$ cat config.mk
export PLATFORM = sky130hd
export DESIGN_NAME = aes_hakem
export DESIGN_NICKNAME = d
export VERILOG_FILES = /design/src/rtl/aes_hakem.sv
export SDC_FILE = /design/constraint.sdc
export NUM_CORES = 2
export LEC_CHECK = 0
export CORE_AREA = 5 5 449 451
export CTS_CLUSTER_SIZE = 10
export DETAILED_ROUTE_END_ITERATION = 16
export DIE_AREA = 0 0 454 456
export PLACE_DENSITY = 0.68
export SLEW_MARGIN = 20
export SYNTH_ARGS = -nofsm -noshare
export SYNTH_HDL_FRONTEND = slang
export SYNTH_SLANG_ARGS = --single-unit
$ cat constraint.sdc
create_clock -name clk -period 34.2 [get_ports clk]
set_input_delay 6.84 -clock clk [delete_from_list [all_inputs] [get_ports clk]]
set_output_delay 6.84 -clock clk [all_outputs]
set_load 0.005 [all_outputs]
$ cat src/rtl/aes_hakem.sv
// aes_hakem: two-requester round-robin front end for aes_engine.
// Requests are arbitrated into a single issue register and tagged with their
// owner. Tags queue up in issue order, and each engine result is matched to its
// tag and stored in a result FIFO. The result at the head of that FIFO is
// presented only to its owner. A credit counter caps the number of blocks in
// flight, so the engine, which has no backpressure, can never overrun the FIFOs.
module aes_hakem #(
  parameter int DERINLIK = 16,
  parameter int AW       = 4
) (
  input  logic           clk,
  input  logic           rst,
  input  logic [127:0]   req0_blok,
  input  logic [127:0]   req0_anahtar,
  input  logic           req0_gecerli,
  output logic           req0_hazir,
  input  logic [127:0]   req1_blok,
  input  logic [127:0]   req1_anahtar,
  input  logic           req1_gecerli,
  output logic           req1_hazir,
  output logic [127:0]   eng_blok,
  output logic [127:0]   eng_anahtar,
  output logic           eng_g_gecerli,
  input  logic           eng_hazir,
  input  logic [127:0]   eng_sifre,
  input  logic           eng_c_gecerli,
  output logic [127:0]   rsp0_sifre,
  output logic           rsp0_gecerli,
  input  logic           rsp0_hazir,
  output logic [127:0]   rsp1_sifre,
  output logic           rsp1_gecerli,
  input  logic           rsp1_hazir,
  output logic [AW:0]    aktif_sayisi,
  output logic           hata
);

  localparam logic [AW:0]   LP_MAX   = (AW+1)'(DERINLIK);
  localparam logic [AW:0]   LP_ONE_C = {{AW{1'b0}}, 1'b1};
  localparam logic [AW-1:0] LP_ONE_P = {{(AW-1){1'b0}}, 1'b1};

  // Issue stage, round-robin preference and credit counter
  logic [127:0] r_stageBlok;
  logic [127:0] r_stageAnahtar;
  logic         r_stageTag;
  logic         r_engGecerli;
  logic         r_pref;
  logic [AW:0]  r_aktif;
  logic         r_hata;

  // Tag FIFO, one bit per block handed to the engine
  logic         r_tagMem [DERINLIK];
  logic [AW-1:0] r_tagWr;
  logic [AW-1:0] r_tagRd;
  logic [AW:0]  r_tagCnt;

  // Result FIFO, {tag, sifre} per completed block
  logic [128:0] r_resMem [DERINLIK];
  logic [AW-1:0] r_resWr;
  logic [AW-1:0] r_resRd;
  logic [AW:0]  r_resCnt;

  logic         w_slotBos;
  logic         w_kredi;
  logic         w_canGrant;
  logic         w_grant0;
  logic         w_grant1;
  logic         w_accept;
  logic         w_engHs;
  logic         w_tagEmpty;
  logic         w_resWr;
  logic         w_resValid;
  logic [128:0] w_head;
  logic         w_resPop;

  // The reset term keeps both ready outputs low while reset is held.
  assign w_slotBos  = !r_engGecerli || eng_hazir;
  assign w_kredi    = r_aktif < LP_MAX;
  assign w_canGrant = w_slotBos && w_kredi && rst;
  assign w_engHs    = r_engGecerli && eng_hazir;
  assign w_tagEmpty = (r_tagCnt == '0);
  assign w_resWr    = eng_c_gecerli && !w_tagEmpty;
  assign w_resValid = (r_resCnt != '0);
  assign w_head     = r_resMem[r_resRd];

  // Arbitration: a lone requester wins; when both ask, the preferred one wins
  always_comb begin
    w_grant0 = 1'b0;
    w_grant1 = 1'b0;
    if (w_canGrant) begin
      if (req0_gecerli && req1_gecerli) begin
        if (r_pref) w_grant1 = 1'b1;
        else        w_grant0 = 1'b1;
      end else if (req0_gecerli) begin
        w_grant0 = 1'b1;
      end else if (req1_gecerli) begin
        w_grant1 = 1'b1;
      end
    end
  end

  assign w_accept   = w_grant0 || w_grant1;
  assign req0_hazir = w_grant0;
  assign req1_hazir = w_grant1;

  // The head result goes only to its owner; sifre is zero when nothing is shown
  assign rsp0_gecerli = w_resValid && !w_head[128];
  assign rsp1_gecerli = w_resValid &&  w_head[128];
  assign rsp0_sifre   = rsp0_gecerli ? w_head[127:0] : '0;
  assign rsp1_sifre   = rsp1_gecerli ? w_head[127:0] : '0;
  assign w_resPop     = (rsp0_gecerli && rsp0_hazir) || (rsp1_gecerli && rsp1_hazir);

  assign eng_blok      = r_stageBlok;
  assign eng_anahtar   = r_stageAnahtar;
  assign eng_g_gecerli = r_engGecerli;
  assign aktif_sayisi  = r_aktif;
  assign hata          = r_hata;

  // Issue register: load on accept, otherwise hold until the engine takes it
  always_ff @(posedge clk or negedge rst) begin
    if (!rst) begin
      r_stageBlok    <= '0;
      r_stageAnahtar <= '0;
      r_stageTag     <= 1'b0;
      r_engGecerli   <= 1'b0;
    end else if (w_accept) begin
      r_stageBlok    <= w_grant1 ? req1_blok    : req0_blok;
      r_stageAnahtar <= w_grant1 ? req1_anahtar : req0_anahtar;
      r_stageTag     <= w_grant1;
      r_engGecerli   <= 1'b1;
    end else if (eng_hazir) begin
      r_engGecerli   <= 1'b0;
    end
  end

  // Preference flips away from whoever was granted last
  always_ff @(posedge clk or negedge rst) begin
    if (!rst)          r_pref <= 1'b0;
    else if (w_accept) r_pref <= w_grant0;
  end

  // Blocks in flight: accepted but not yet handed back to a requester
  always_ff @(posedge clk or negedge rst) begin
    if (!rst) begin
      r_aktif <= '0;
    end else begin
      case ({w_accept, w_resPop})
        2'b10:   r_aktif <= r_aktif + LP_ONE_C;
        2'b01:   r_aktif <= r_aktif - LP_ONE_C;
        default: r_aktif <= r_aktif;
      endcase
    end
  end

  // Sticky flag for an engine result that has no outstanding tag
  always_ff @(posedge clk or negedge rst) begin
    if (!rst)                             r_hata <= 1'b0;
    else if (eng_c_gecerli && w_tagEmpty) r_hata <= 1'b1;
  end

  // Tag FIFO storage, written on each engine handshake
  always_ff @(posedge clk) begin
    if (w_engHs) r_tagMem[r_tagWr] <= r_stageTag;
  end

  // Tag FIFO pointers and occupancy
  always_ff @(posedge clk or negedge rst) begin
    if (!rst) begin
      r_tagWr  <= '0;
      r_tagRd  <= '0;
      r_tagCnt <= '0;
    end else begin
      if (w_engHs) r_tagWr <= r_tagWr + LP_ONE_P;
      if (w_resWr) r_tagRd <= r_tagRd + LP_ONE_P;
      case ({w_engHs, w_resWr})
        2'b10:   r_tagCnt <= r_tagCnt + LP_ONE_C;
        2'b01:   r_tagCnt <= r_tagCnt - LP_ONE_C;
        default: r_tagCnt <= r_tagCnt;
      endcase
    end
  end

  // Result FIFO storage, written with the tag popped for this result
  always_ff @(posedge clk) begin
    if (w_resWr) r_resMem[r_resWr] <= {r_tagMem[r_tagRd], eng_sifre};
  end

  // Result FIFO pointers and occupancy
  always_ff @(posedge clk or negedge rst) begin
    if (!rst) begin
      r_resWr  <= '0;
      r_resRd  <= '0;
      r_resCnt <= '0;
    end else begin
      if (w_resWr)  r_resWr <= r_resWr + LP_ONE_P;
      if (w_resPop) r_resRd <= r_resRd + LP_ONE_P;
      case ({w_resWr, w_resPop})
        2'b10:   r_resCnt <= r_resCnt + LP_ONE_C;
        2'b01:   r_resCnt <= r_resCnt - LP_ONE_C;
        default: r_resCnt <= r_resCnt;
      endcase
    end
  end

endmodule
# After elaboration in Yosys (flattened, before gate mapping)
# Memory sizes are Yosys's and may differ from the RTL's.
# Cells that the tools add are included.
# word_totals
n_memories,2
out_inout_bits,523
ram_bits,2080
wordCells,76
regBits,291
mem_bits_ro,0
latch_bits,0
# memory_table
memory,words,word_bits,read_ports,rd_ports_with_merged_regs,wr,line_no,source
r_resMem,16,129,1,0,1,57,logic [128:0] r_resMem [DERINLIK];
r_tagMem,16,1,1,0,1,51,logic r_tagMem [DERINLIK];
# op_classes
shift,0
mul,0
addsub,10
div,0
bitwise,0
mux,22
n_eq_ne,6
order_cmp,1
n_reduce_logical,22
# op_table
cell,count
128-bit two-way mux,4
5-bit one-hot mux with 2 select lines,3
"4-bit by 1-bit adder with 4-bit output, second input constant",4
"5-bit by 1-bit adder with 5-bit output, second input constant",3
1-bit two-way mux,15
"5-bit by 1-bit subtractor with 5-bit output, second input constant",3
1-bit logical AND,10
2-bit nonzero test,4
"2-bit by 1-bit equality test with 1-bit output, second input constant",3
"2-bit equality test, second input constant",3
5-bit zero test,1
"5-bit less-than comparator, second input constant",1
5-bit nonzero test,1
1-bit zero test,3
1-bit logical OR,3

# Depth between registers and ports, before layout
# depth
depth_word,8
mapped_depth,15
ltp_nobuf,13

# Least setup slack after synthesis
# Ideal clock, no wire load.
# synth_path
kind,input to register
startpoint,input port eng_c_gecerli
endpoint,memory r_resMem[0][0] (enable)
slack_ns,17.134
setup_time_ns,0.775
path_buffers,1
path_stages,4
required_ns,33.425
arrival_ns,16.291
cell_sequence,nor2b_1 > clkbuf_1 > nand2_1 > nor3_1
# synth_between
elab_chain_cells,3
# synth_rtl
item,line_no,source
"start, declared",26,"input logic eng_c_gecerli,"
1-bit logical AND,81,assign w_resWr = eng_c_gecerli && !w_tagEmpty;
via w_resWr,70,logic w_resWr;
1-bit two-way mux,184,"if (w_resWr) r_resMem[r_resWr] <= {r_tagMem[r_tagRd], eng_sifre};"
1-bit two-way mux (not written as such),184,
"end, declared",57,
# The timed path passes the listed nets, and every way through them passes these cells.

# Worst setup path in the final report
# layout_path
startpoint,input port eng_hazir
endpoint,output port req0_hazir
# layout_between
elab_chain_cells,4
# layout_rtl
item,line_no,source
"start, declared",24,"input logic eng_hazir,"
1-bit logical OR,76,assign w_slotBos = !r_engGecerli || eng_hazir;
1-bit logical AND (2 in series),78,assign w_canGrant = w_slotBos && w_kredi && rst;
1-bit two-way mux,89,if (w_canGrant) begin
"end, declared",16,"output logic req0_hazir,"
# Every way passes these cells.

==> results.toml <==
[run_status]
status = "finished clean"

[setup_path]
end_kind = "primary output"
crit_required_ns = 27.36
crit_fanout = 49
cp.arrival_ns = 10.15
crit_type = "in2out"
start_kind = "primary input"

[synthesis]
synthSimpleGateAreaFrac = 0.0426
synth-seq-cells = 2371
async_flop_share = 0.123
synth_top_family_by_area = "multiplexers"
syn_area_mm2 = 0.0928
muxShareOfSynthArea = 0.158
synth_edf_count = 2080
synth-compound-area-share = 0.0258
synth.area.top_cells = "edfxtp_1 (67%), mux4_2 (15%), dfrtp_1 (7.8%), nor2_1 (2.5%), o22ai_1 (1.7%)"
synth_largest_area_cell = "edfxtp_1"
yosysTopAreaCellShare = 0.673
yosys_warnings = 0
synthXorXnorAreaFrac = 0.00245
netlist_instances = 4696
syn_nets = 5368
synth_ff_type = "edfxtp_1"
synth.distinct_cells = 38
synth-seq-area-share = 0.751
synthAdderAreaFrac = 0.00340
synth.avg_cell_area_um2 = 19.8

[pwr]
ir_drop_uv = 86.4
p_per_area_mw_per_mm2 = 91.6
p_switching_mw = 3.40
p_total_mw = 10.6
p_leak_nw = 38.5
seqPwrFrac = 0.365
clkPwrFrac = 0.248
comb_power_share = 0.387
p_int_mw = 7.15
p_sw_frac = 0.322

[routing]
num_vias = 52891
vias_per_cell = 6.07
wirelength_um = 320000
ant_nets = 0
drt-pass1-iter-count = 5
post_drt_wl_per_cell_um = 36.7
drt_iter0_drc = 6687
drc = 0

[min_path]
min_path_type = "reg2reg"

[cells_and_area]
fin_area_mm2 = 0.115
nFillCells = 14466
fin_cells = 8711
drive_gt1_frac = 0.187
layout.nets = 6615
syn_to_final_growth_pct = 24.1

[global_route]
grt_max_degree = 156
grt_pass1_vias = 52084
grt_pass1_wl_um = 433000
antenna_found_initial = 134
grt_overflow = 0
track_usage = 0.304

[placement]
gp_congestion = 0.989
dp_hpwl_um = 211000
dp.cells = 8290
port-buffer-count = 1170
place_area_mm2 = 0.107
pre_cts_slack_ns = 17.17

[floorplanning]
placementRows = 163
ios = 1171
start_util = 0.472
die_w_um = 454
die_h_um = 456
core_mm2 = 0.197
die-area_mm2 = 0.207

[sta]
fin_ws_ns = 17.21
hold_viol = 0
rsz0062_at_grt = "false"
fin_skew_ns = 0.0849
fin_tns_setup_ns = 0
period_needed_ns = 16.99
period_share = 0.497
worst_pin_slew_ns = 1.13
max_clock_freq_ghz = 0.0588
slew_violations = 0
finalSetupViolCount = 0
relSlewSlack = 0.245

[cts]
clkTransAtPathRegs_ns = 0.05
cts_tree = "built"
cts_buffers = 290
postCtsSetupBuffers = 0
h-tree-depth = 5
hold_buffers = 0
cts_root_buf = "clkbuf_16"
cts_sinks = 2371
clkLatencyLatePin_ns = 0.93
cts_resized = 0
clock_path_buffers = 4

[run]
maxCapViolations = 0
-- stage by stage --
step | hold WS [ns] | util
final | 0.456 | 0.586
after global routing | 0.463 | 0.585
after CTS | 0.456 | 0.584
after detailed placement | 0.444 | 0.545
after global placement | 0.454 | 0.545
after floorplan | 0.437 | -
-- routing by layer --
metal / wire length [um] / global-route usage / up-vias
met5: 194 / 0 / -
met4: 18900 / 0.168 / 28
met3: 26700 / 0.0643 / 691
met2: 156000 / 0.483 / 2820
met1: 118000 / 0.394 / 27900
li1: - / - / 21452
-- path summary, 6_finish.rpt --
| path | from | to | slack [ns] | cells after the start |
|---|---|---|---|---|
| setup / recovery | eng_hazir | req0_hazir | 17.21 | 6 |
| hold / removal | hata | hata | 0.46 | 1 |
| setup reg to reg | r_resRd[2] | r_resCnt[4] | 28.65 | 15 |
| hold reg to reg | hata | hata | 0.46 | 1 |
| max in group asynchronous | rst | r_stageTag | 26.93 | 2 |
| min in group asynchronous | rst | eng_blok[55] | 5.85 | 1 |
-- cell families after synthesis --
kind of cell / count (synthesis)
AND/OR/NAND/NOR: 917
multiplexers: 706
flip-flops: 2371
buffers and inverters: 318
adder cells (fa/ha/maj): 24
XOR/XNOR: 26
AO/OA/AOI/OAI: 334
-- state kept, by name, indices dropped and copies added (netlist names), 5 cells and up --
| signal | cells |
|---|---|
| r_resMem | 2064 |
| aktif_sayisi | 5 |
| eng_blok | 128 |
| eng_anahtar | 128 |
| r_tagCnt | 5 |
| r_resCnt | 5 |
| r_tagMem | 16 |
-- cell usage in the layout (no fill, tap or decap), types with 54 or more instances in the layout --
master / instances
nor2_1: 616
clkdlybuf4s50_1: 1169
nand2_1: 76
mux4_2: 599
clkbuf_16: 296
and3_1: 164
diode_2: 73
o22ai_1: 256
edfxtp_1: 2080
mux2_2: 54
buf_4: 68
dfrtp_1: 287
-- final cells by class --
class / instances / area (um^2) / area share
Antenna cell: 73 / 183 / 0.00159
Clock buffer: 337 / 7600 / 0.0660
Clock inverter: 10 / 98.8 / 0.000858
Inverter: 19 / 71.3 / 0.000619
Multi-Input combinational cell: 2007 / 21700 / 0.188
Sequential cell: 2371 / 69800 / 0.605
Tap cell: 2640 / 3300 / 0.0287
Timing Repair Buffer: 1254 / 12600 / 0.109
-- power by group through the flow --
stage	sequential, mW	combinational (mW)	clock [mW]
after CTS	3.85	4.11	2.66
after detailed placement	3.91	4.09	0
final	3.86	4.09	2.61
after global placement	3.90	4.05	0
after global routing	3.88	4.30	2.78
after floorplan	3.83	2.10	0
-- cell usage after synthesis, types with 13 or more instances --
cell and count:
mux4_2 599, nor2_1 628, buf_4 13, mux2i_1 52, ha_1 22, nand2_1 77, edfxtp_1 2080, o22ai_1 256
and3_1 164, dfrtp_1 291, o211ai_2 50, buf_6 40, mux2_2 54, buf_1 22, clkbuf_1 197, xor2_1 14
inv_1 19, buf_2 27
-- critical path, cell delays in order --
cell,delay (ns)
clkdlybuf4s50_1,0.63
nor2b_1,0.10
nor3b_1,0.75
nand3_4,0.73
inv_1,0.51
clkdlybuf4s50_1,0.58
Note: power is estimated with default switching activity, not from simulation.
